### config.mk
export PLATFORM = sky130hd
export DESIGN_NAME = regdest_write_sequencer
export DESIGN_NICKNAME = d
export VERILOG_FILES = /design/src/rtl/regdest_pkg.sv /design/src/rtl/regdest_decode.sv /design/src/rtl/regdest_write_sequencer.sv
export SDC_FILE = /design/constraint.sdc
export NUM_CORES = 1
export LEC_CHECK = 0
export CAP_MARGIN = 20
export CORE_MARGIN = 5
export CORE_UTILIZATION = 23
export DETAILED_ROUTE_END_ITERATION = 7
export PLACE_DENSITY = 0.49
export SYNTH_ARGS = -nofsm -noshare
export SYNTH_HDL_FRONTEND = slang
export SYNTH_HIERARCHICAL = 1
export SYNTH_SLANG_ARGS = --single-unit
### constraint.sdc
create_clock -name clk -period 1.9 [get_ports clk]
set_input_delay 0.475 -clock clk [delete_from_list [all_inputs] [get_ports clk]]
set_output_delay 0.475 -clock clk [all_outputs]
set_load 0.01 [all_outputs]
### src/rtl/regdest_pkg.sv
// Shared definitions for the register-destination write sequencer.
// Contents: select-code localparams, FSM state encoding and the
// select-code to constant-index helper used by the decoder.
package regdest_pkg;

  localparam logic [3:0] SEL_FIELD     = 4'd0;
  localparam logic [3:0] SEL_CONST0    = 4'd1;
  localparam logic [3:0] SEL_CONST1    = 4'd2;
  localparam logic [3:0] SEL_CONST2    = 4'd3;
  localparam logic [3:0] SEL_CONST3    = 4'd4;
  localparam logic [3:0] SEL_CONST4    = 4'd5;
  localparam logic [3:0] SEL_CONST6    = 4'd6;
  localparam logic [3:0] SEL_CONST7    = 4'd7;
  localparam logic [3:0] SEL_CONST8    = 4'd8;
  localparam logic [3:0] SEL_CONST9    = 4'd9;
  localparam logic [3:0] SEL_CONST15   = 4'd10;
  localparam logic [3:0] SEL_CONST5    = 4'd11;
  localparam logic [3:0] SEL_MAX_LEGAL = 4'd11;

  typedef enum logic [1:0] {
    IDLE  = 2'd0,
    ISSUE = 2'd1,
    HOLD  = 2'd2
  } state_t;

  // Fixed destination index for the constant select codes (0 for others).
  function automatic logic [3:0] sel_const(input logic [3:0] sel);
    logic [3:0] idx;
    case (sel)
      SEL_CONST0:  idx = 4'd0;
      SEL_CONST1:  idx = 4'd1;
      SEL_CONST2:  idx = 4'd2;
      SEL_CONST3:  idx = 4'd3;
      SEL_CONST4:  idx = 4'd4;
      SEL_CONST6:  idx = 4'd6;
      SEL_CONST7:  idx = 4'd7;
      SEL_CONST8:  idx = 4'd8;
      SEL_CONST9:  idx = 4'd9;
      SEL_CONST15: idx = 4'd15;
      SEL_CONST5:  idx = 4'd5;
      default:     idx = 4'd0;
    endcase
    return idx;
  endfunction

endpackage

### src/rtl/regdest_decode.sv
// Combinational destination resolver.
// Ports:
//   sel   in  4       destination select code
//   field in  17      instruction destination field
//   addr  out ADDR_W  resolved register index (constants truncated to ADDR_W)
//   legal out 1       select code is in the legal range
module regdest_decode
  import regdest_pkg::*;
#(
  parameter int ADDR_W = 4
) (
  input  logic [3:0]        sel,
  input  logic [16:0]       field,
  output logic [ADDR_W-1:0] addr,
  output logic              legal
);

  // Only the low ADDR_W bits of the field ever name a register.
  logic unused_field_bits;
  assign unused_field_bits = ^field[16:ADDR_W];

  // Resolve the select code into an index and a legality flag.
  always_comb begin
    legal = (sel <= SEL_MAX_LEGAL);
    if (sel == SEL_FIELD) begin
      addr = field[ADDR_W-1:0];
    end else begin
      addr = ADDR_W'(sel_const(sel));
    end
  end

endmodule

### src/rtl/regdest_write_sequencer.sv
// Write sequencer between writeback and the register file.
// Accepts (select, field, data) requests, resolves the destination at
// accept time, queues {addr, data} in a DEPTH-entry FIFO and issues one
// register-file write per cycle, holding the write while rf_busy is high.
// Ports:
//   clk, rst_n                  clock, async active-low reset
//   req_valid/req_ready         request handshake (ready = FIFO not full)
//   req_sel/req_field/req_data  request payload
//   rf_busy                     register file stall
//   rf_we/rf_waddr/rf_wdata     register-file write port
//   pending_mask                registers with a queued or issuing write
//   sel_err                     one-cycle pulse for a dropped illegal code
//   idle                        FIFO empty and nothing issuing
module regdest_write_sequencer
  import regdest_pkg::*;
#(
  parameter int DEPTH  = 2,
  parameter int ADDR_W = 4,
  parameter int DATA_W = 16
) (
  input  logic                     clk,
  input  logic                     rst_n,
  input  logic                     req_valid,
  output logic                     req_ready,
  input  logic [3:0]               req_sel,
  input  logic [16:0]              req_field,
  input  logic [DATA_W-1:0]        req_data,
  input  logic                     rf_busy,
  output logic                     rf_we,
  output logic [ADDR_W-1:0]        rf_waddr,
  output logic [DATA_W-1:0]        rf_wdata,
  output logic [(1<<ADDR_W)-1:0]   pending_mask,
  output logic                     sel_err,
  output logic                     idle
);

  localparam int NREGS = 1 << ADDR_W;
  localparam int PTR_W = (DEPTH > 1) ? $clog2(DEPTH) : 1;
  localparam int CNT_W = PTR_W + 1;
  localparam logic [PTR_W-1:0] PTR_ONE  = PTR_W'(1);
  localparam logic [CNT_W-1:0] CNT_ONE  = CNT_W'(1);
  localparam logic [CNT_W-1:0] CNT_FULL = CNT_W'(DEPTH);
  localparam logic [CNT_W-1:0] CNT_ZERO = CNT_W'(0);

  logic [ADDR_W-1:0] dec_addr_s;
  logic              dec_legal_s;
  logic              accept_s;
  logic              push_s;
  logic              pop_s;
  logic              fifo_empty_s;
  logic [NREGS-1:0]  pending_s;
  logic [PTR_W-1:0]  slot_s;

  logic [ADDR_W-1:0] mem_addr_r [DEPTH];
  logic [DATA_W-1:0] mem_data_r [DEPTH];
  logic [PTR_W-1:0]  wr_ptr_r;
  logic [PTR_W-1:0]  rd_ptr_r;
  logic [CNT_W-1:0]  count_r;
  state_t            state_r;
  logic              rf_we_r;
  logic [ADDR_W-1:0] rf_waddr_r;
  logic [DATA_W-1:0] rf_wdata_r;
  logic              sel_err_r;

  regdest_decode #(
    .ADDR_W (ADDR_W)
  ) u_decode (
    .sel   (req_sel),
    .field (req_field),
    .addr  (dec_addr_s),
    .legal (dec_legal_s)
  );

  assign fifo_empty_s = (count_r == CNT_ZERO);
  assign req_ready    = (count_r != CNT_FULL);
  // Illegal codes complete the handshake but never reach the FIFO.
  assign accept_s     = req_valid && req_ready;
  assign push_s       = accept_s && dec_legal_s;

  // Pop whenever the output register is free or its write completes now.
  always_comb begin
    pop_s = 1'b0;
    case (state_r)
      IDLE:        pop_s = !fifo_empty_s;
      ISSUE, HOLD: pop_s = !rf_busy && !fifo_empty_s;
      default:     pop_s = 1'b0;
    endcase
  end

  // FIFO storage, pointers and occupancy count.
  always_ff @(posedge clk or negedge rst_n) begin
    if (!rst_n) begin
      for (int i = 0; i < DEPTH; i++) begin
        mem_addr_r[i] <= {ADDR_W{1'b0}};
        mem_data_r[i] <= {DATA_W{1'b0}};
      end
      wr_ptr_r <= {PTR_W{1'b0}};
      rd_ptr_r <= {PTR_W{1'b0}};
      count_r  <= CNT_ZERO;
    end else begin
      if (push_s) begin
        mem_addr_r[wr_ptr_r] <= dec_addr_s;
        mem_data_r[wr_ptr_r] <= req_data;
        wr_ptr_r             <= wr_ptr_r + PTR_ONE;
      end
      if (pop_s) begin
        rd_ptr_r <= rd_ptr_r + PTR_ONE;
      end
      case ({push_s, pop_s})
        2'b10:   count_r <= count_r + CNT_ONE;
        2'b01:   count_r <= count_r - CNT_ONE;
        default: count_r <= count_r;
      endcase
    end
  end

  // Issue FSM: loads the output register from the FIFO head and drives rf_we.
  always_ff @(posedge clk or negedge rst_n) begin
    if (!rst_n) begin
      state_r    <= IDLE;
      rf_we_r    <= 1'b0;
      rf_waddr_r <= {ADDR_W{1'b0}};
      rf_wdata_r <= {DATA_W{1'b0}};
    end else begin
      case (state_r)
        IDLE: begin
          if (!fifo_empty_s) begin
            rf_waddr_r <= mem_addr_r[rd_ptr_r];
            rf_wdata_r <= mem_data_r[rd_ptr_r];
            rf_we_r    <= 1'b1;
            state_r    <= ISSUE;
          end else begin
            rf_we_r <= 1'b0;
            state_r <= IDLE;
          end
        end
        ISSUE, HOLD: begin
          if (rf_busy) begin
            rf_we_r <= 1'b1;
            state_r <= HOLD;
          end else if (!fifo_empty_s) begin
            rf_waddr_r <= mem_addr_r[rd_ptr_r];
            rf_wdata_r <= mem_data_r[rd_ptr_r];
            rf_we_r    <= 1'b1;
            state_r    <= ISSUE;
          end else begin
            rf_we_r <= 1'b0;
            state_r <= IDLE;
          end
        end
        default: begin
          rf_we_r <= 1'b0;
          state_r <= IDLE;
        end
      endcase
    end
  end

  // One-cycle error pulse for an accepted illegal select code.
  always_ff @(posedge clk or negedge rst_n) begin
    if (!rst_n) begin
      sel_err_r <= 1'b0;
    end else begin
      sel_err_r <= accept_s && !dec_legal_s;
    end
  end

  // Pending-write mask: every occupied FIFO slot plus the issuing entry.
  always_comb begin
    pending_s = {NREGS{1'b0}};
    slot_s    = rd_ptr_r;
    for (int i = 0; i < DEPTH; i++) begin
      slot_s = rd_ptr_r + PTR_W'(i);
      if (CNT_W'(i) < count_r) begin
        pending_s[mem_addr_r[slot_s]] = 1'b1;
      end else begin
        pending_s = pending_s;
      end
    end
    if (state_r != IDLE) begin
      pending_s[rf_waddr_r] = 1'b1;
    end else begin
      pending_s = pending_s;
    end
  end

  assign pending_mask = pending_s;
  assign rf_we        = rf_we_r;
  assign rf_waddr     = rf_waddr_r;
  assign rf_wdata     = rf_wdata_r;
  assign sel_err      = sel_err_r;
  assign idle         = fifo_empty_s && (state_r == IDLE);

endmodule
After elaboration in Yosys (flattened, before gate mapping):

Memory sizes are Yosys's and may differ from the RTL's.
Index checks and enable logic that the tools add are counted.

* bits in registers: 68
* bits in read-only memories: 64
* bits of input ports: 41
* output and inout bits: 40
* logic and storage cells: 100
* memories: 1

Memory list
* (name not given): depth 16, width 4, read ports 1, clocked after Yosys merged registers in 0, write ports 0, line regdest_pkg.sv:29 `case (sel)`

* add/sub/neg operators: 4
* magnitude comparators: 13
* equal/unequal tests: 6
* mux-type cells: 39
* bitwise logic cells: 5
* reduce and logical (&&, ||, !) cells: 20

Operators with widths (number)
* $mux W16: 9
* $mux W4: 10
* $bwmux W32: 1
* $or A16 B16 Y16: 2
* $pmux W16 S2: 1
* $demux W16 S1: 1
* $lt A4 B5 Y1 const B: 3
* $demux W1 S4: 3
* $ge A4 B1 Y1 const B: 3
* $logic_and A1 B1 Y1: 9
* $bwmux W8: 1
* $pmux W2 S2: 2
* $pmux W4 S2: 1
* $ge A2 B2 Y1 const B: 3
* $mux W1: 6
* $not A1 Y2: 3
* $reduce_bool A2 Y1: 3
* $demux W4 S1: 1
* $eq A2 B1 Y1 const B: 2
* $eq A2 B2 Y1 const B: 2
* $le A4 B4 Y1 const B: 1
* $logic_not A2 Y1: 2
* $logic_not A4 Y1: 1
* $lt A1 B2 Y1 const A: 2
* 10 further kinds: 15

Depth between registers and ports, before layout:

* depth after elaboration: 13
* gate-level depth with buffers: 8

Hierarchy:

The synthesis kept the hierarchy.

Modules (own cells, without submodules)
* regdest_write_sequencer: times used 1, cells each 332, area an instance 3776.1 um^2, seq. area each 1701.6 um^2
* regdest_decode: times used 1, cells each 23, area an instance 168.9 um^2, seq. area each 0.0 um^2

Worst setup path after synthesis:

No wires, ideal clock.

* kind: register to output
* start: register count_r[0]
* end: output port pending_mask[13]
* data arrival time: 1.396 ns
* slack: 0.029 ns
* stages on the path, launching flop included: 7
* buffers on the path: 1
* cells stage by stage: dfrtp_1 > inv_1 > ha_1 > buf_4 > nor4b_2 > o22ai_1 > nand3_1

* word-level cells in the longest chain between the ends: 6
* elaborated cells between the ends (all ways): 7
* classes of those cells: 2 x order compare; 3 x mux; 2 x bitwise

RTL lines
* from (decl): line regdest_write_sequencer.sv:58 `logic [CNT_W-1:0] count_r;`
* from (signal assigned): line regdest_write_sequencer.sv:110 `2'b10: count_r <= count_r + CNT_ONE;`
* from (signal assigned): line regdest_write_sequencer.sv:111 `2'b01: count_r <= count_r - CNT_ONE;`
* from (signal assigned): line regdest_write_sequencer.sv:112 `default: count_r <= count_r;`
* $lt A1 B2 Y1: line regdest_write_sequencer.sv:174 `if (CNT_W'(i) < count_r) begin`
* $mux W16: line regdest_write_sequencer.sv:174
* $or A16 B16 Y16 (no source line)
* $mux W16 (*): line regdest_write_sequencer.sv:174
* $or A16 B16 Y16 (no source line)
* $mux W16 (*): line regdest_write_sequencer.sv:180 `if (state_r != IDLE) begin`
* to (decl): line regdest_write_sequencer.sv:32 `output logic [(1<<ADDR_W)-1:0] pending_mask,`

Mark *: on every way between the ends. The rest lies on a longest branch, timed or not.

Worst setup path after layout:

* start: register count_r[0]
* end: output port pending_mask[5]

The elaborated chain is that of the path after synthesis.

==> run metrics <==
slew of the pin with the lowest slew margin=just under 0.5 ns; initial DRC count=just over 90; final count of hold timing violations=0; wire length of the first global-routing pass=between 15 and 20 mm; PnR worst setup slack=-0.3937 ns; final routed wire length divided by cell count=16.16 um; reported max-cap violation count=0; cell type with the highest aggregate area in the netlist=dfrtp_1; Leak Pwr=2.722 nW; Post-Synthesis Net Count=just over 400; number of clock sinks=between 60 and 70; routability-driven placement congestion ratio=0.8377; setup repair after global routing missed its margin=yes; dominant cells by area after synthesis=dfrtp_1 43%, mux2_2 9.7%, mux2i_1 4.8%, ha_1 2.9%, a21oi_1 2.8%; Reg2Reg Setup Slack=0.01 ns; vertical extent of the die=141.0 um; final layout net count=546; core box area=16700 um2; Total Power Consumption=0.01122 W; worst slew slack as a fraction of its limit=66.97%; maximum fanout along the worst path=5; fraction of layout cells with a size suffix above 1=between 40% and 50%; DRT Pass-1 Iters=4; Die W=~140 um; register area share after synthesis=43.13%; Max Freq=436.0 MHz; number of hold buffers added after cts=0; type of element launching the critical path=flip-flop; max-slew violation count=0; antenna violations before repair=0; Post-synth EDFFs=0; effective utilization at floorplan=23.62%; buffer type at the clock tree root=clkbuf_16; Critical Path Sink Type=output port; via count of the first global-routing pass=3462; violations in the final reports=setup timing; die outline area=19870 um2; Syn-to-layout area delta=55.98%; Critical R2R Launch=count_r[0]$_DFFE_PN0P_; Worst IR Drop VDD=0.5964 mV; final setup fails=17; worst reg2reg path endpoint=mem_data_r[19]$_DFFE_PN0P_; estimated wirelength of the detail-placed design=7.934 mm; ant diodes=0; I/O Pins=81; run status=finished with violations; number of distinct standard cells referenced by the synthesized netlist=52; Required @ worst endpoint=1.42 ns; row count=47; utilization of the core after routing=a little under two fifths; path category of the worst min-delay check=in2async; maximum buffer depth of the clock tree=2; Setup Skew=0.004754 ns; via density per instance=4.589; synthesized netlist cell count=~360; total routing resource utilization after global routing=11.27%; Critical Path AT=1.82 ns; DRC violations left=0; antenna violation net count after detailed routing=0; critical path type=reg2out; CTS tree=yes; predominant post-synthesis flop cell=dfrtp_1; reg2reg path depth=8; DRT Wirelength=roughly 12 mm; final period utilization=120.7%; post-synthesis cell area=3945 um2; time the worst path needs with I/O delays and setup=2.294 ns; most frequent cells after synthesis=68 x dfrtp_1, 34 x mux2_2, 29 x nor2_1, 22 x a21oi_1, 19 x mux2i_1; post-placement worst setup slack=-0.6357 ns; largest net degree at the start of global routing=69; clk slew on worst S/H paths=around 0.06 ns; total number of vias=3304; library cell with the highest instance count after synthesis=dfrtp_1; Mean Syn Cell Area=around 11 um2; total number of yosys warnings=6; number of flip-flops and latches in the synthesized netlist=68; Synth async-reset ratio=100.0%; Buffers on Ports=67; H-tree depth reported by CTS=3; insertion delay of the later-clocked pin in the worst-skew pair=0.32 ns; cts bufs inserted=9; Power per Cell Area=between 1500 and 2000 nW/um2; GR Overflow Total=0; proportion of netlist area held by the largest area contributor=43.13%
-- layout by cell type (no fill, tap or decap), types with 7 or more instances in the layout --
master           Yosys  routed
a21oi_1             22      22
buf_6                5      17
nand3_1             16      13
dfrtp_1             68      66
mux2_2              34      19
buf_2               16      14
buf_4                5      63
o211ai_1             8       8
nand2_1             17      17
o22ai_2              1       7
buf_12               0       8
mux2i_1             19      19
mux2_4               2      19
clkbuf_16            0      11
clkdlybuf4s50_1      0      44
nor2_1              29      27
-- worst max-delay path: stages, from the launching register on --
cell      delay, ns
dfrtp_1        0.37
inv_2          0.07
ha_4           0.18
buf_6          0.12
nor4b_4        0.21
nor2_2         0.07
buf_4          0.14
o211ai_1       0.16
buf_2          0.16
-- repair_timing --
action | in CTS | in global routing
cloned | 1 | 2
gates resized for setup | 124 | 49
setup endpoints to repair | 22 | 27
pin swaps | 23 | 24
setup buffers | 22 | 2
-- power by group --
part / total (W) / leakage (nW) / switching, W / internal [W]
registers: 0.00282 / 0.802 / 0.000608 / 0.00221
logic: 0.00692 / 1.79 / 0.00309 / 0.00383
clock network: 0.00149 / 0.127 / 0.000614 / 0.000874
-- per-stage QoR --
stage | setup TNS, ns | std cells | cell area (um2) | hold slack, ns
after detailed placement | -12.75 | 680 | 5279 | 0.4742
after global routing | -7.518 | 720 | 6153 | 0.1996
after floorplan | 0 | 355 | 3945 | 0.1794
after global placement | -11.77 | 680 | 5279 | 0.4674
final | -5.849 | 720 | 6153 | 0.1674
after CTS | -5.959 | 718 | 5873 | 0.1858
-- state kept, by name, indices dropped and copies added (netlist names), 2 cells and up --
name and cells:
mem_data_r 32, rf_wdata 16, count_r 2, rf_waddr 4, mem_addr_r 8, state_r 2
-- layout make-up --
| class | count | area, um2 |
|---|---|---|
| fillers | 1681 | 10550 |
| multi-input cells | 253 | 2400 |
| flip-flops and latches | 68 | 1704 |
| repair buffers | 156 | 1476 |
| well taps | 220 | 275.3 |
| clock buffers | 9 | 225.2 |
| clock inverters | 6 | 42.54 |
| inverters | 8 | 30.03 |
-- metal layers --
metal / part of all wire (%) / track usage, %
met5: 0 / 0
met4: 1.3 / 3.927
met3: 4.0 / 2.438
met2: 52 / 19.86
met1: 42 / 13.55
-- cells by family (layout without fill, tap and decap cells) --
kind of cell	count (synthesis)	count (layout)	synth area share, %
adder cells (fa/ha/maj)	9	9	2.854
AND/OR/NAND/NOR	108	108	18.14
multiplexers	63	63	17.92
flip-flops	68	68	43.13
AO/OA/AOI/OAI	69	69	11.89
XOR/XNOR	4	4	0.8882
buffers and inverters	34	179	5.170
-- worst max-delay path by stage --
stage	slack (ns)	end	from	depth (start not counted)
after floorplan	0.03	pending_mask[13]	count_r[0]$_DFFE_PN0P_	6
after global placement	-0.63	pending_mask[5]	count_r[0]$_DFFE_PN0P_	7
after detailed placement	-0.64	pending_mask[6]	count_r[1]$_DFFE_PN0P_	7
after CTS	-0.40	pending_mask[4]	rd_ptr_r$_DFFE_PN0P_	6
after global routing	-0.50	pending_mask[11]	count_r[0]$_DFFE_PN0P_	7
final	-0.39	pending_mask[5]	count_r[0]$_DFFE_PN0P_	8
Power figures use the tool's default switching activity.
==> patch 1 (same settings) <==
The parameter `DEPTH` goes from 2 to 1.
--- a/src/rtl/regdest_write_sequencer.sv
+++ b/src/rtl/regdest_write_sequencer.sv
@@ -14,7 +14,7 @@
 module regdest_write_sequencer
   import regdest_pkg::*;
 #(
-  parameter int DEPTH  = 2,
+  parameter int DEPTH  = 1,
   parameter int ADDR_W = 4,
   parameter int DATA_W = 16
 ) (
Formal check against the unedited RTL: not equivalent (Yosys sat finds a counterexample within 4 cycles, from zero or initial values and one cycle with rst_n low).
==> patch 1 against the original RTL <==
- the flow still finishes with violations (setup timing)
- first-iteration DRC count is 52% lower
- clock power is 61% lower
- routed wire length is 52% lower
- critical endpoint is now pending_mask[6]
- maximum frequency up 9.0%
- global-route usage down 1.9 points
- die area fell by 40%
- core utilization down 0.75 points
- design area shrank 43%
- power fell by 50%
- worst setup slack improved by 190 ps
- largest cell class is now flip-flops and latches
- sequential cell count shrank 21
- synthesized area shrank 42%
==> patch 1: results (changes against the original RTL) <==
ranking of synthesized cells by area: dfrtp_1 (52%), mux2_2 (19%), o22ai_1 (5.0%) (was dfrtp_1 (43%), mux2_2 (9.7%), mux2i_1 (4.8%))
Power, Total: 5660 uW (was 11,200 uW)
Max IR drop VDD: 0.584 mV (was 0.596 mV)
Slew @ Worst Pin: 263 ps (was 495 ps)
worst setup margin: -205 ps (was -394 ps)
Vias: 1,771 (was 3,304)
Area Overhead vs Synth: 53.9% (was 56.0%)
CTS Buf Count: 5 (was 9)
syn nets: 224 (was 405)
Arr. time, crit path: 1630 ps (was 1820 ps)
WL met1: 2350 um (was 4920 um)
htree depth: 2 (was 3)
combinational share of power: 0.584 (was 0.616)
post-CTS setup buffers: 3 (was 22)
First DRT Iteration DRCs: 44 (was 91)
pre-CTS setup slack: -409 ps (was -636 ps)
Worst path max stage delay: 410 ps (was 370 ps)
routed wl met3: 466 um (was 463 um)
Final GP Congestion: 0.796 (was 0.838)
Worst path slowest cell: or3b_4 (was dfrtp_1)
status: finished, violations left (unchanged)
setup tns final: -2620 ps (was -5850 ps)
Detailed Route WL: 5610 um (was 11,600 um)
gr usage total: 0.0937 (was 0.113)
largest net degree at the start of global routing: 48 (was 69)
root buf cell: clkbuf_8 (was clkbuf_16)
grt met3 use: 0.0323 (was 0.0244)
M1 GR Usage: 0.111 (was 0.135)
Final Skew: 2.45 ps (was 4.75 ps)
Flop+latch power: 1770 uW (was 2820 uW)
share of cells above drive strength 1: 0.477 (was 0.440)
met2 GRT Util: 0.159 (was 0.199)
Post-DP HPWL: 4060 um (was 7930 um)
Layout Nets: 328 (was 546)
Finish-stage setup viols: 16 (was 17)
synth cell count leaders: dfrtp_1 (47), mux2_2 (38), o22ai_1 (18), ha_1 (8), inv_1 (8) (was dfrtp_1 (68), mux2_2 (34), nor2_1 (29), a21oi_1 (22), mux2i_1 (19))
clk_lat worst skew: 290 ps (was 320 ps)
PostCTS Resize Cnt: 98 (was 124)
failing checks: setup timing (unchanged)
clk slew on worst S/H paths: 90 ps (was 60 ps)
-- patch 1: per-stage QoR --
stage / hold WS (ps) / instances / area, um^2
after floorplan: 179 / 175 / 2270
after global placement: 454 / 401 / 3330
after detailed placement: 468 / 401 / 3330
after CTS: 150 / 411 / 3470
after global routing: 161 / 412 / 3500
final: 149 / 412 / 3500
-- patch 1: worst paths after layout --
kind / cells past startpoint / start / slack [ps] / endpoint
max: 5 / count_r[1]$_DFFE_PN0P_ / -200 / pending_mask[6]
min: 2 / rst_n / 150 / sel_err$_DFF_PN0_
max reg2reg: 7 / count_r[1]$_DFFE_PN0P_ / 80 / mem_data_r[4]$_DFFE_PN0P_
min reg2reg: 1 / wr_ptr_r$_DFFE_PN0P_ / 480 / wr_ptr_r$_DFFE_PN0P_
max in group asynchronous: 2 / rst_n / 1530 / rf_wdata[6]$_DFFE_PN0P_
min in group clk: 1 / wr_ptr_r$_DFFE_PN0P_ / 480 / wr_ptr_r$_DFFE_PN0P_
-- patch 1: cell type report --
class / instances / area share
multi-input cells: 115 / 0.330
well taps: 133 / 0.0476
flip-flops and latches: 47 / 0.336
repair buffers: 102 / 0.253
clock buffers: 5 / 0.0197
inverters: 8 / 0.00859
clock inverters: 2 / 0.00394
-- patch 1: cells by family after synthesis --
kind of cell,Yosys count,synth area share
DFF,47,0.518
muxes,40,0.200
buffers and inverters,13,0.0364
AOI/OAI and AO/OA,29,0.0876
xor gates and xnor gates,3,0.0116
and+or+nand+nor,35,0.102
adders and majority gates,8,0.0441
-- patch 1: worst max-delay path: cells and delay by family (launching register included) --
kind | cells | cell delay (ps)
compound gates | 1 | 160
fa+ha+maj | 1 | 170
buf+inv | 2 | 220
flops | 1 | 370
simple gates | 1 | 410
==> patch 2 (same flow settings) <==
Made on the original files. The 3 states of `state_t` get a one-hot encoding in 3 bits.
--- a/src/rtl/regdest_pkg.sv
+++ b/src/rtl/regdest_pkg.sv
@@ -17,10 +17,10 @@
   localparam logic [3:0] SEL_CONST5    = 4'd11;
   localparam logic [3:0] SEL_MAX_LEGAL = 4'd11;
 
-  typedef enum logic [1:0] {
-    IDLE  = 2'd0,
-    ISSUE = 2'd1,
-    HOLD  = 2'd2
+  typedef enum logic [2:0] {
+    IDLE  = 3'b001,
+    ISSUE = 3'b010,
+    HOLD  = 3'b100
   } state_t;
 
   // Fixed destination index for the constant select codes (0 for others).
Function: no difference found for any inputs over 4 cycles, from zero or initial values and one cycle with rst_n low; so few cycles prove little.
==> patch 2 against the original RTL <==
- the run still ends with setup timing left
- routed wire length increased by 2.9%
- register-to-register slack worse by 310 ps
- combinational power increased by 9.0%
- worst setup slack worse by 110 ps
- critical path type unchanged
- core utilization rose by 1.1 points
- design area increased by 1.4%
- synthesized area is 3.1% lower
- clock power is 21% higher
- sequential cell count rose by 1
- final cell count is 4.0% lower
- maximum frequency shrank 4.7%
- power is 8.1% higher
- largest cell class unchanged
- count of clock-buffer cells in the layout unchanged
==> patch 2: results (changes against the original RTL) <==
status: finished, violations left (unchanged)
failing checks: setup timing (unchanged)
filler instances: 1,611 (was 1,681)
Final GP Congestion: 0.796 (was 0.838)
number of global-route vias before repair: 3,441 (was 3,462)
Seq/Total Area, Yosys: 0.452 (was 0.431)
distinct cell type count after synthesis: 48 (was 52)
initial antenna violation count: 0 (unchanged)
post-DR vias/cell: 4.52 (was 4.59)
Finish-stage setup viols: 61 (was 17)
Detailed Route WL: 12,000 um (was 11,600 um)
worst setup path start: rd_ptr_r$_DFFE_PN0P_ (was count_r[0]$_DFFE_PN0P_)
Layout Nets: 514 (was 546)
Arr. time, crit path: 1930 ps (was 1820 ps)
Lkg Pwr: 0.00269 uW (was 0.00272 uW)
Worst Hold Class: input port to async pin (unchanged)
CP max FO: 8 (was 5)
Non-Filler Instances: 691 (was 720)
Max IR drop VDD: 0.749 mV (was 0.596 mV)
worst setup margin: -506 ps (was -394 ps)
Async SR Flop Fraction: 1.00 (unchanged)
gr usage total: 0.123 (was 0.113)
Syn Area/Cell: 11.9 um^2 (was 11.1 um^2)
share of cells above drive strength 1: 0.537 (was 0.440)
largest net degree at the start of global routing: 70 (was 69)
syn nets: 368 (was 405)
largest reg by FF count: mem_data_r (unchanged)
Post-Place Cells: 646 (was 680)
max_slew headroom: 0.731 (was 0.670)
max FFs per register: 32 (unchanged)
setup tns final: -14,920 ps (was -5850 ps)
synth cell count leaders: mux2_2 (78), dfrtp_1 (68) (was dfrtp_1 (68), mux2_2 (34), nor2_1 (29), a21oi_1 (22), mux2i_1 (19))
Post-DP HPWL: 7780 um (was 7930 um)
First DRT Iteration DRCs: 104 (was 91)
first-pass GRT wire length: 19,100 um (was 18,000 um)
Final Skew: 6.73 ps (was 4.75 ps)
ranking of synthesized cells by area: dfrtp_1 (45%), mux2_2 (23%), ha_1 (2.3%) (was dfrtp_1 (43%), mux2_2 (9.7%), mux2i_1 (4.8%))
Post-DP Area: 5150 um^2 (was 5280 um^2)
-- patch 2: worst max-delay path, stage by stage (launching register included) --
cell	delay [ps]
dfrtp_2	390
buf_12	140
mux2_2	370
or3_1	390
o221ai_1	160
buf_2	170
-- patch 2: layout make-up --
cell class                      instances  area, um^2  area share
Clock inverter                          7        98.8      0.0158
Inverter                                8        32.5     0.00521
Sequential cell                        69        1740       0.278
Clock buffer                            9         225      0.0361
Timing Repair Buffer                  155        1490       0.239
Tap cell                              220         275      0.0441
Multi-Input combinational cell        223        2380       0.382
-- patch 2: what timing repair did --
action,4_1_cts,5_1_grt
pin swaps,28,23
gates resized for setup,196,32
gates cloned,2,2
endpoints found under the setup margin,65,83
setup buffers,25,13
-- patch 2: cell families after synthesis --
logic type               Yosys count  synth area share
AO/OA/AOI/OAI                     49             0.104
XOR/XNOR                           5            0.0115
adder cells (fa/ha/maj)            7            0.0229
buffers and inverters             29            0.0399
flip-flops                        69             0.452
multiplexers                      83             0.243
AND/OR/NAND/NOR                   78             0.127
-- patch 2: worst paths after layout --
check / slack (ps) / cells after the start / to
worst max-delay path: -510 / 5 / pending_mask[2]
worst min-delay path: 170 / 2 / rf_wdata[6]$_DFFE_PN0P_
worst max register to register: -300 / 11 / mem_data_r[26]$_DFFE_PN0P_
worst min register to register: 500 / 1 / mem_data_r[12]$_DFFE_PN0P_
max in group asynchronous: 1400 / 2 / state_r[0]$_DFF_PN1_
min in group clk: 500 / 1 / mem_data_r[12]$_DFFE_PN0P_
-- patch 2: report_power, final --
group	switching, uW	internal (uW)
Sequential	543	2240
Clock	653	1160
Combinational	3120	4420
-- patch 2: metal layers --
| metal | up-vias | GRT usage | wire length, um |
|---|---|---|---|
| met5 | - | 0 | 0 |
| li1 | 1494 | - | - |
| met2 | 77 | 0.200 | 5550 |
| met3 | 19 | 0.0293 | 506 |
| met4 | 0 | 0.0402 | 281 |
| met1 | 1532 | 0.163 | 5640 |
-- patch 2: stage by stage --
| step | worst slack [ps] | utilization | total power (uW) |
|---|---|---|---|
| 2_1_floorplan | -10.6 | - | 5790 |
| 3_3_place_gp | -632 | 0.313 | 8150 |
| 3_5_place_dp | -625 | 0.313 | 8250 |
| 4_1_cts | -533 | 0.372 | 12000 |
| 5_1_grt | -585 | 0.379 | 12900 |
| 6_report | -506 | 0.379 | 12100 |
